`config.mk`:
```
export PLATFORM = sky130hd
export DESIGN_NAME = timer_bank
export DESIGN_NICKNAME = d
export VERILOG_FILES = /design/src/rtl/timer_bank_pkg.sv /design/src/rtl/timer_bank_channel.sv /design/src/rtl/timer_bank.sv
export SDC_FILE = /design/constraint.sdc
export NUM_CORES = 1
export LEC_CHECK = 0
export CAP_MARGIN = 40
export CORE_MARGIN = 4
export CORE_UTILIZATION = 25
export CTS_CLUSTER_SIZE = 28
export DETAILED_ROUTE_END_ITERATION = 10
export GPL_TIMING_DRIVEN = 1
export PLACE_DENSITY_LB_ADDON = 0.05
export SETUP_SLACK_MARGIN = 0.15
export SYNTH_ARGS = -nofsm -noshare
export SYNTH_HDL_FRONTEND = slang
export SYNTH_SLANG_ARGS = --single-unit
export TNS_END_PERCENT = 50
```
`constraint.sdc`:
```
create_clock -name i_clk -period 5.4 [get_ports i_clk]
set_input_delay 0.81 -clock i_clk [delete_from_list [all_inputs] [get_ports i_clk]]
set_output_delay 0.81 -clock i_clk [all_outputs]
set_load 0.02 [all_outputs]
```
`src/rtl/timer_bank_pkg.sv`:
```
// Shared constants for the timer_bank peripheral: register offsets, modes, FSM states, CTRL bits.
// Optional feature macro: TIMER_BANK_PRESCALE_EN (adds CTRL[11:4] PSC prescaler).
package timer_bank_pkg;

    localparam logic [1:0] RegCtrl   = 2'd0;
    localparam logic [1:0] RegPreset = 2'd1;
    localparam logic [1:0] RegCount  = 2'd2;
    localparam logic [1:0] RegStatus = 2'd3;

    localparam logic [1:0] ModeOneshot = 2'd0;
    localparam logic [1:0] ModeReload  = 2'd1;

    localparam int unsigned CtrlEnBit   = 0;
    localparam int unsigned CtrlModeLsb = 1;
    localparam int unsigned CtrlImBit   = 3;

    typedef enum logic [1:0] {
        StIdle = 2'd0,
        StLoad = 2'd1,
        StCnt  = 2'd2,
        StFire = 2'd3
    } tb_state_e;

endpackage

```
`src/rtl/timer_bank_channel.sv`:
```
// One down-counting timer channel: CTRL/PRESET/COUNT/STATUS registers and its FSM.
// With TIMER_BANK_PRESCALE_EN defined, CTRL[11:4] sets a per-channel prescale divider.
module timer_bank_channel
    import timer_bank_pkg::*;
#(
    parameter int unsigned CNT_WIDTH = 32
) (
    input  logic        i_clk,
    input  logic        i_rst_n,
    input  logic        i_we_ctrl,
    input  logic        i_we_preset,
    input  logic        i_we_status,
    input  logic [31:0] i_wdata,
    output logic [31:0] o_ctrl,
    output logic [31:0] o_preset,
    output logic [31:0] o_count,
    output logic [31:0] o_status,
    output logic        o_irq
);

    tb_state_e            r_state;
    logic                 r_en;
    logic [1:0]           r_mode;
    logic                 r_im;
    logic                 r_pend;
    logic [CNT_WIDTH-1:0] r_preset;
    logic [CNT_WIDTH-1:0] r_count;
    logic                 w_tick;
    logic                 w_unused_wdata;
    logic [7:0]           w_psc_rd;

`ifdef TIMER_BANK_PRESCALE_EN
    logic [7:0] r_psc;
    logic [7:0] r_pcnt;
    assign w_tick   = (r_pcnt == r_psc);
    assign w_psc_rd = r_psc;
`else
    assign w_tick   = 1'b1;
    assign w_psc_rd = 8'd0;
`endif

    assign w_unused_wdata = ^i_wdata;

    always_ff @(posedge i_clk or negedge i_rst_n) begin
        if (!i_rst_n) begin
            r_state  <= StIdle;
            r_en     <= 1'b0;
            r_mode   <= ModeOneshot;
            r_im     <= 1'b0;
            r_pend   <= 1'b0;
            r_preset <= '0;
            r_count  <= '0;
`ifdef TIMER_BANK_PRESCALE_EN
            r_psc    <= 8'd0;
            r_pcnt   <= 8'd0;
`endif
        end else begin
            if (i_we_preset) r_preset <= i_wdata[CNT_WIDTH-1:0];
            if (i_we_status && i_wdata[0]) r_pend <= 1'b0;
            if (i_we_ctrl) begin
                r_en   <= i_wdata[CtrlEnBit];
                r_mode <= i_wdata[CtrlModeLsb +: 2];
                r_im   <= i_wdata[CtrlImBit];
`ifdef TIMER_BANK_PRESCALE_EN
                r_psc  <= i_wdata[11:4];
`endif
            end
            unique case (r_state)
                StIdle: if (r_en) r_state <= StLoad;
                StLoad: begin
                    r_count <= r_preset;
`ifdef TIMER_BANK_PRESCALE_EN
                    r_pcnt  <= 8'd0;
`endif
                    r_state <= StCnt;
                end
                StCnt: begin
                    if (!r_en) begin
                        r_state <= StIdle;
                    end else begin
`ifdef TIMER_BANK_PRESCALE_EN
                        r_pcnt <= w_tick ? 8'd0 : r_pcnt + 8'd1;
`endif
                        if (w_tick) begin
                            if (r_count > CNT_WIDTH'(1)) begin
                                r_count <= r_count - CNT_WIDTH'(1);
                            end else begin
                                r_count <= '0;
                                r_state <= StFire;
                            end
                        end
                    end
                end
                StFire: begin
                    // Set is issued after the W1C clear above so it wins in the same cycle.
                    r_pend <= 1'b1;
                    if (i_we_ctrl && !i_wdata[CtrlEnBit]) begin
                        r_state <= StIdle;
                    end else if (r_mode == ModeReload) begin
                        r_state <= StLoad;
                    end else begin
                        r_state <= StIdle;
                        if (!i_we_ctrl) r_en <= 1'b0;
                    end
                end
                default: r_state <= StIdle;
            endcase
        end
    end

    assign o_ctrl   = {20'd0, w_psc_rd, r_im, r_mode, r_en};
    assign o_preset = 32'(r_preset);
    assign o_count  = 32'(r_count);
    assign o_status = {31'd0, r_pend};
    assign o_irq    = r_pend & r_im;

endmodule

```
`src/rtl/timer_bank.sv`:
```
// NUM_CH-channel timer bank: address decode, channel instances, read mux and IRQ vector.
// Optional feature macro: TIMER_BANK_PRESCALE_EN (per-channel prescaler in CTRL[11:4]).
module timer_bank
    import timer_bank_pkg::*;
#(
    parameter int unsigned NUM_CH    = 2,
    parameter int unsigned CNT_WIDTH = 32,
    localparam int unsigned AddrW    = $clog2(NUM_CH) + 4
) (
    input  logic              i_clk,
    input  logic              i_rst_n,
    input  logic [AddrW-1:0]  i_addr,
    input  logic              i_we,
    input  logic [31:0]       i_wdata,
    output logic [31:0]       o_rdata,
    output logic [NUM_CH-1:0] o_irq,
    output logic              o_irq_any
);

    logic [3:0]  w_ch;
    logic [1:0]  w_reg;
    logic        w_ch_ok;
    logic        w_unused_addr;
    logic [31:0] w_ctrl   [NUM_CH];
    logic [31:0] w_preset [NUM_CH];
    logic [31:0] w_count  [NUM_CH];
    logic [31:0] w_status [NUM_CH];

    if (AddrW > 4) begin : g_ch_dec
        assign w_ch = 4'(i_addr[AddrW-1:4]);
    end else begin : g_ch_single
        assign w_ch = 4'd0;
    end

    assign w_reg         = i_addr[3:2];
    assign w_ch_ok       = (32'(w_ch) < NUM_CH);
    assign w_unused_addr = ^i_addr[1:0];

    for (genvar g = 0; g < NUM_CH; g++) begin : g_chan
        logic w_sel;
        assign w_sel = i_we && w_ch_ok && (32'(w_ch) == g);

        timer_bank_channel #(
            .CNT_WIDTH(CNT_WIDTH)
        ) u_chan (
            .i_clk       (i_clk),
            .i_rst_n     (i_rst_n),
            .i_we_ctrl   (w_sel && (w_reg == RegCtrl)),
            .i_we_preset (w_sel && (w_reg == RegPreset)),
            .i_we_status (w_sel && (w_reg == RegStatus)),
            .i_wdata     (i_wdata),
            .o_ctrl      (w_ctrl[g]),
            .o_preset    (w_preset[g]),
            .o_count     (w_count[g]),
            .o_status    (w_status[g]),
            .o_irq       (o_irq[g])
        );
    end

    always_comb begin
        o_rdata = '0;
        for (int unsigned i = 0; i < NUM_CH; i++) begin
            if (w_ch_ok && (32'(w_ch) == i)) begin
                unique case (w_reg)
                    RegCtrl:   o_rdata = w_ctrl[i];
                    RegPreset: o_rdata = w_preset[i];
                    RegCount:  o_rdata = w_count[i];
                    RegStatus: o_rdata = w_status[i];
                    default:   o_rdata = '0;
                endcase
            end
        end
    end

    assign o_irq_any = |o_irq;

endmodule
```
### After elaboration in Yosys (flattened, before gate mapping)

Cells that the tools add are included.

* register bits after elaboration: 142
* bits in latches: 0
* RAM bits: 0
* ROM bits: 0
* bits of input ports: 40
* output and inout bits: 35
* word-level logic and storage cells: 103
* memories kept: 0

* add/sub/neg operators: 2
* multipliers: 0
* div/mod/pow operators: 0
* magnitude comparators: 3
* equality and inequality tests: 17
* shifts and indexed selects: 0
* muxes and demuxes: 36
* bitwise gates (word level): 2
* reduce and logical (&&, ||, !) cells: 29

Operator list (count)
* 32-bit case mux with 4 select lines: 2
* 32-bit 2-to-1 mux: 6
* 32-bit case mux with 2 select lines: 2
* 32-bit by 1-bit greater-than comparator with 1-bit output, second input constant: 2
* 32-bit by 1-bit subtractor with 32-bit output, second input constant: 2
* 1-bit 2-to-1 mux: 16
* 2-bit 2-to-1 mux: 8
* 2-bit case mux with 4 select lines: 2
* 1-bit logical AND: 15
* 2-bit == test, second input constant: 6
* 2-bit by 1-bit == test with 1-bit output, second input constant: 5
* 2-bit by 1-bit != test with 1-bit output, second input constant: 4
* 2-bit AND reduction: 4
* 2-bit nonzero test: 4
* 2-bit zero test: 3
* 3-bit != test, second input constant: 2
* 4-bit zero test: 1
* 1-bit bitwise AND: 2
* 1-bit by 2-bit < comparator with 1-bit output, second input constant: 1
* 2-bit OR reduction: 1
* 1-bit zero test: 1

### Depth between registers and ports, before layout

Gate-level depths: netlist (run 1).

* depth after elaboration: 9
* depth in mapped cells: 8
* mapped depth without buffers: 7

### By module

Synthesis (run 1) repeated with hierarchy kept, for this count alone.

* cell total of the unflattened synthesis: 948
* area total of the unflattened synthesis: 10166.0 um^2

By module, submodules not included
* timer_bank_channel: times used 2, cells each 411, area an instance 4087.7 um^2, seq. area each 1776.7 um^2
* timer_bank: times used 1, cells each 126, area an instance 1990.7 um^2, seq. area each 0.0 um^2

### Worst setup path after synthesis (run 1)

Ideal clock, no wire load.

* path kind: input port to output port
* start: input i_addr[3]
* end: output o_rdata[11]
* arrival time: 2.253 ns
* data required time: 4.590 ns
* slack: 2.337 ns
* cell stages on the path: 6
* buffers on the path: 3
* cell sequence: clkbuf_1 nor2b_1 clkbuf_1 buf_1 a22oi_1 a21oi_1

* word-level cells in the longest chain between the ends: 4
* elaborated cells on any way between the ends: 8
* classes of those cells: 3 x eq/ne; 4 x mux; 1 x reduce/logical

RTL lines
* start, declared: RTL line timer_bank.sv:12 `input logic [AddrW-1:0] i_addr,`
* 2-bit == test (tied with other cells): RTL line timer_bank.sv:64 `unique case (w_reg)`
* 32-bit case mux with 4 select lines: RTL line timer_bank.sv:64
* 32-bit 2-to-1 mux: RTL line timer_bank.sv:63 `if (w_ch_ok && (32'(w_ch) == i)) begin`
* 32-bit 2-to-1 mux *: RTL line timer_bank.sv:63
* end, declared: RTL line timer_bank.sv:15 `output logic [31:0] o_rdata,`

Every way passes the cells marked *; elsewhere a longest branch is shown, timed or not.

### Worst setup path after layout (run 1)

* start: input i_addr[2]
* end: output o_rdata[7]

Same word-level chain as after synthesis.

==> metrics.cfg, run 1 <==
[synth]
yosysTopAreaCell = dfrtp_1
synthSimpleGateAreaFrac_pct = 15.9
synth_top_family_by_area = compound AO/OA/AOI/OAI gates
synth.ff_latch_count = 142
synthesis.nets = 900
synthArstFlopShare_pct = 100
netlist_area_mm2 = 0.00832
synth_top_cell_area_share_pct = 42.7
synth.avg_cell_area_um2 = 9.72
yosysSeqAreaShare_pct = 42.7
synth_edf_count = 0
synth_warnings = 0
synth_compound_area_share_pct = 24.8
synthFlopType = dfrtp_1
synth_xor_area_share_pct = 0
ys_types = 66
netlist_instances = 856
synth.area.top_cells = dfrtp_1 (43%), mux2_2 (9.6%), a22oi_1 (3.2%)
synth_most_common_cell = dfrtp_1
synth_adder_area_share_pct = 0.601
synth_common_cells = dfrtp_1 (142), mux2_2 (71), nand2_1 (66), clkbuf_1 (61), a21oi_1 (53)
synth_mux_area_share_pct = 11.5

[power_and_ir_drop]
swShare_pct = 43.9
clkPwrFrac_pct = 21.8
pwr-share-comb_pct = 39.8
p_leak_nw = 3.75
p_switching_w = 0.00230
seqPwrFrac_pct = 38.4
peakVddDrop_mv = 0.234
power_density_mw_per_mm2 = 517
p_int_w = 0.00293

[clocking]
clk_pin_slew_ps = 60
clock_path_buffers = 2
cts_buffers = 17
htree_levels = 4
root_buffer = clkbuf_16
post_cts_buffers = 0
tritoncts = done
clock-sinks = 142
hold_buffers = 0
insertion_delay_ps = 440
ctsResizeCount = 0

[setup_path]
crit_fanout = 17
worstPathArrival_ps = 3430
slowest_stage = clkdlybuf4s50_1
critPathMaxStageDelay_ps = 720
required_ps = 4590
startpoint_type = primary input
end_kind = output pin
cp_cell_sequence = clkdlybuf4s50_1 -> buf_4 -> nor2b_4 -> buf_4 -> a221oi_1 -> a21oi_1 -> clkdlybuf4s50_1
crit_type = primary input to output pin

[place]
dp_hpwl_um = 23700
routabilityCongestion = 0.828
port_buffers = 72

[sta]
setup_viol = 0
tightest_slew_ps = 861
fmax_ghz = 0.236
finClkSkew_ps = 11.6
period_share_pct = 78.5
rsz0062_at_grt = false
worst_hold_slack_ps = 293
setup_tns_ps = 0
min_period_ps = 4240
final_max_slew_viol_count = 0
slew_headroom_pct = 42.1
final_hold_viol_count = 0

[global_routing]
first_global_vias = 7385
grt_pass1_wl_um = 49300
antenna_found_initial = 0
grt_max_degree = 55
grt_remaining_overflow = 0
grtUsageTotal_pct = 17.9

[die]
die_width_um = 190
core_area_mm2 = 0.0327
initial_core_util_pct = 25.5
io_pins = 75
dieArea_mm2 = 0.0363
die_h_um = 190
rows = 66

[final_layout]
fin_util_pct = 30.9
area_growth_pct = 21.5
antennaDiodeCount = 0
nets = 934
drive_gt1_share_pct = 16.2

[detailed_routing]
drt-pass1-iter-count = 5
drt_wl_total_um = 32500
drtIter0Drc = 605
ant_nets = 0
vias = 7465
drc = 0
routedWlPerCell_um = 24.1
vias_per_cell = 5.55

[status]
run_status = finished clean

[min_path]
hp-class = primary input to asynchronous set/reset pin

[job]
maxCapViolCount = 0

==> logic make-up (layout without fill, tap and decap cells) <==
logic type | after synthesis | after routing
mux | 84 | 84
buf+inv | 95 | 141
compound gates | 282 | 282
fa+ha+maj | 4 | 4
flops | 142 | 142
simple gates | 249 | 249
==> power by group through the flow <==
stage                     sequential, W  clock [W]  combinational, W
after CTS                       0.00200    0.00117           0.00209
after detailed placement        0.00201          0           0.00208
after global routing            0.00208    0.00120           0.00229
after global placement          0.00205          0           0.00200
final                           0.00201    0.00114           0.00208
after floorplan                 0.00174          0           0.00153
==> worst paths after layout <==
check / from / to / slack, ps / cells past startpoint
max: i_addr[2] / o_rdata[7] / 1160 / 7
min: i_rst_n / g_chan[1].u_chan.o_preset[1] / 290 / 1
max reg2reg: g_chan[0].u_chan.o_count[18] / g_chan[0].u_chan.o_count[22] / 2150 / 6
min reg2reg: g_chan[1].u_chan.r_im / g_chan[1].u_chan.r_im / 530 / 1
max in group asynchronous: i_rst_n / g_chan[0].u_chan.o_count[15] / 3980 / 2
min in group i_clk: g_chan[1].u_chan.r_im / g_chan[1].u_chan.r_im / 530 / 1
==> per-stage QoR <==
stage          area, um^2  worst slack, ps  total power (W)  std cells
3_5_place_dp         9570             1140          0.00410       1313
5_1_grt             10100             1020          0.00557       1344
4_1_cts             10100             1140          0.00526       1344
3_3_place_gp         9460             1060          0.00405       1308
2_1_floorplan        8320             2340          0.00327        856
6_report            10100             1160          0.00523       1344
==> critical path, delay by kind of cell <==
kind	cells	cell delay, ps
buf+inv	4	1900
compound gates	2	520
simple gates	1	180
==> flip-flops by register name, summed over array words and instances, names as in the netlist <==
| register | count |
|---|---|
| g_chan.u_chan.r_mode | 4 |
| g_chan.u_chan.r_im | 2 |
| g_chan.u_chan.o_count | 64 |
| g_chan.u_chan.r_pend | 2 |
| g_chan.u_chan.r_state | 4 |
| g_chan.u_chan.o_preset | 64 |
| g_chan.u_chan.r_en | 2 |
==> final cells by class <==
cell class	count	area, um^2
Clock buffer	18	429
Clock inverter	13	120
Fill cell	3456	22600
Inverter	17	63.8
Multi-Input combinational cell	619	4430
Sequential cell	142	3550
Tap cell	442	553
Timing Repair Buffer	93	967
==> layer usage <==
metal	global-route usage [%]	vias up	routed length (um)
li1	-	3445	-
met1	25.6	3787	15400
met2	28.8	209	15400
met3	2.27	24	1200
met4	4.48	0	450
met5	0	-	0
==> cells in the final DEF, fill, tap and decap left out, types with 8 or more instances in the layout <==
master / count
nor2_1: 37
o41ai_1: 9
a22o_1: 10
nand4_1: 16
a221oi_1: 28
nor2b_1: 8
o221ai_1: 13
o211ai_1: 16
nand2_1: 66
clkdlybuf4s50_1: 70
dfrtp_1: 142
o21ai_0: 21
nor3_1: 22
nor4_1: 10
a22oi_1: 36
a21oi_1: 52
o22ai_1: 13
a32oi_1: 12
buf_4: 14
mux2_2: 71
nand3_1: 27
clkbuf_16: 17
or4_1: 9
o311ai_0: 14
mux2i_1: 11
o31ai_1: 14
inv_1: 16
or3_1: 15
Power figures use the tool's default switching activity.
==> run 2: changes to the inputs <==
==> constraint.sdc (replaced) <==
create_clock -name i_clk -period 3.9 [get_ports i_clk]
set_input_delay 0.585 -clock i_clk [delete_from_list [all_inputs] [get_ports i_clk]]
set_output_delay 0.585 -clock i_clk [all_outputs]
set_load 0.02 [all_outputs]
==> metrics.cfg, run 2 (synthesis gave the netlist of run 1 again) <==
[sta]
setup_ws_ps = 386
fmax_ghz = 0.285
final_max_slew_viol_count = 0
rsz0062_at_grt = false
min_period_ps = 3510
period_share_pct = 90.1
setup_viol = 0
setup_tns_ps = 0
tightest_slew_ps = 764
final_hold_viol_count = 0
slew_headroom_pct = 48.6
finClkSkew_ps = 12.3

[clocking]
clk_pin_slew_ps = 60
clock_path_buffers = 2
hold_buffers = 0
htree_levels = 4
ctsResizeCount = 0
post_cts_buffers = 0
clock-sinks = 142
insertion_delay_ps = 440
root_buffer = clkbuf_16
cts_buffers = 17
tritoncts = done

[power_and_ir_drop]
peakVddDrop_mv = 0.389
power_density_mw_per_mm2 = 730
p_leak_nw = 3.88

[final_layout]
nets = 949
antennaDiodeCount = 0
area_growth_pct = 23.9
mostFrequentLayoutCells = dfrtp_1 (142), mux2_2 (71), clkdlybuf4s50_1 (70)
multiInputGateArea_mm2 = 0.00443
final-seq-area_mm2 = 0.00355
fill_cells = 3416
layout_commonest_cell = dfrtp_1
drive_gt1_share_pct = 17.6

[global_routing]
grt_max_degree = 57
grtUsageTotal_pct = 18.2
first_global_vias = 7537
antenna_found_initial = 0
grt_remaining_overflow = 0
grt_pass1_wl_um = 50300

[detailed_routing]
routedWlPerCell_um = 24.4
drt_wl_total_um = 33200
vias = 7614
drt-pass1-iter-count = 5
drtIter0Drc = 743
vias_per_cell = 5.60
drc = 0
ant_nets = 0

[place]
port_buffers = 72
routabilityCongestion = 0.815
pre_cts_slack_ps = 365
dp_hpwl_um = 24300

[setup_path]
required_ps = 3310
critPathMaxStageDelay_ps = 660
worstPathArrival_ps = 2930
worst_path_most_repeated_cell = clkdlybuf4s50_1
end_kind = output pin
slowest_stage = clkdlybuf4s50_1
startpoint_type = primary input
crit_type = primary input to output pin
crit_fanout = 40
cp_cell_sequence = clkdlybuf4s50_1 -> nor2b_4 -> buf_12 -> a22oi_1 -> a21oi_1 -> clkdlybuf4s50_1

[die]
initial_core_util_pct = 25.5
die_width_um = 190
die_h_um = 190
core_area_mm2 = 0.0327
rows = 66
dieArea_mm2 = 0.0363
io_pins = 75

[status]
run_status = finished clean

[min_path]
hp-class = primary input to asynchronous set/reset pin

[job]
maxCapViolCount = 0

[run 2: worst max-delay path, delay by kind of cell]
kind                   cells  cell delay [ps]
AND/OR/NAND/NOR            1              350
AO/OA/AOI/OAI              2              430
buffers and inverters      3             1530
[run 2: metal layers]
layer	part of all wire, %	up-vias	GRT usage, %
li1	-	3469	-
met1	48	3921	26.7
met2	47	205	28.9
met3	3.6	19	2.40
met4	1.0	0	3.81
met5	0	-	0
[run 2: path summary, 6_finish.rpt]
kind	start	end	slack, ps	cells past startpoint
worst max-delay path	i_addr[2]	o_rdata[23]	390	6
worst min-delay path	i_rst_n	g_chan[1].u_chan.o_count[1]	70	1
worst max register to register	g_chan[0].u_chan.o_count[0]	g_chan[0].u_chan.o_count[18]	1020	7
worst min register to register	g_chan[0].u_chan.r_mode[0]	g_chan[0].u_chan.r_mode[0]	540	1
max in group asynchronous	i_rst_n	g_chan[0].u_chan.o_count[11]	2800	3
min in group i_clk	g_chan[0].u_chan.r_mode[0]	g_chan[0].u_chan.r_mode[0]	540	1
[run 2: area by class of cell]
| class | count | area share (%) |
|---|---|---|
| Clock inverter | 10 | 1.30 |
| Inverter | 17 | 0.619 |
| Tap cell | 442 | 5.36 |
| Multi-Input combinational cell | 619 | 43.0 |
| Timing Repair Buffer | 108 | 10.6 |
| Clock buffer | 22 | 4.70 |
| Sequential cell | 142 | 34.5 |
[run 2: through the flow]
| stage | utilization [%] | total power [W] | hold slack [ps] | area [um^2] | cells |
|---|---|---|---|---|---|
| after floorplan | - | 0.00453 | 289 | 8320 | 856 |
| after global placement | 29.4 | 0.00569 | 506 | 9630 | 1325 |
| after detailed placement | 29.6 | 0.00576 | 523 | 9690 | 1328 |
| after CTS | 31.5 | 0.00755 | 91.0 | 10300 | 1360 |
| after global routing | 31.5 | 0.00802 | 105 | 10300 | 1360 |
| final | 31.5 | 0.00752 | 70.1 | 10300 | 1360 |
[run 2: report_power, final]
group,switching (W),internal [W]
clock network,0.000690,0.00107
registers,0.000801,0.00199
logic,0.00172,0.00125
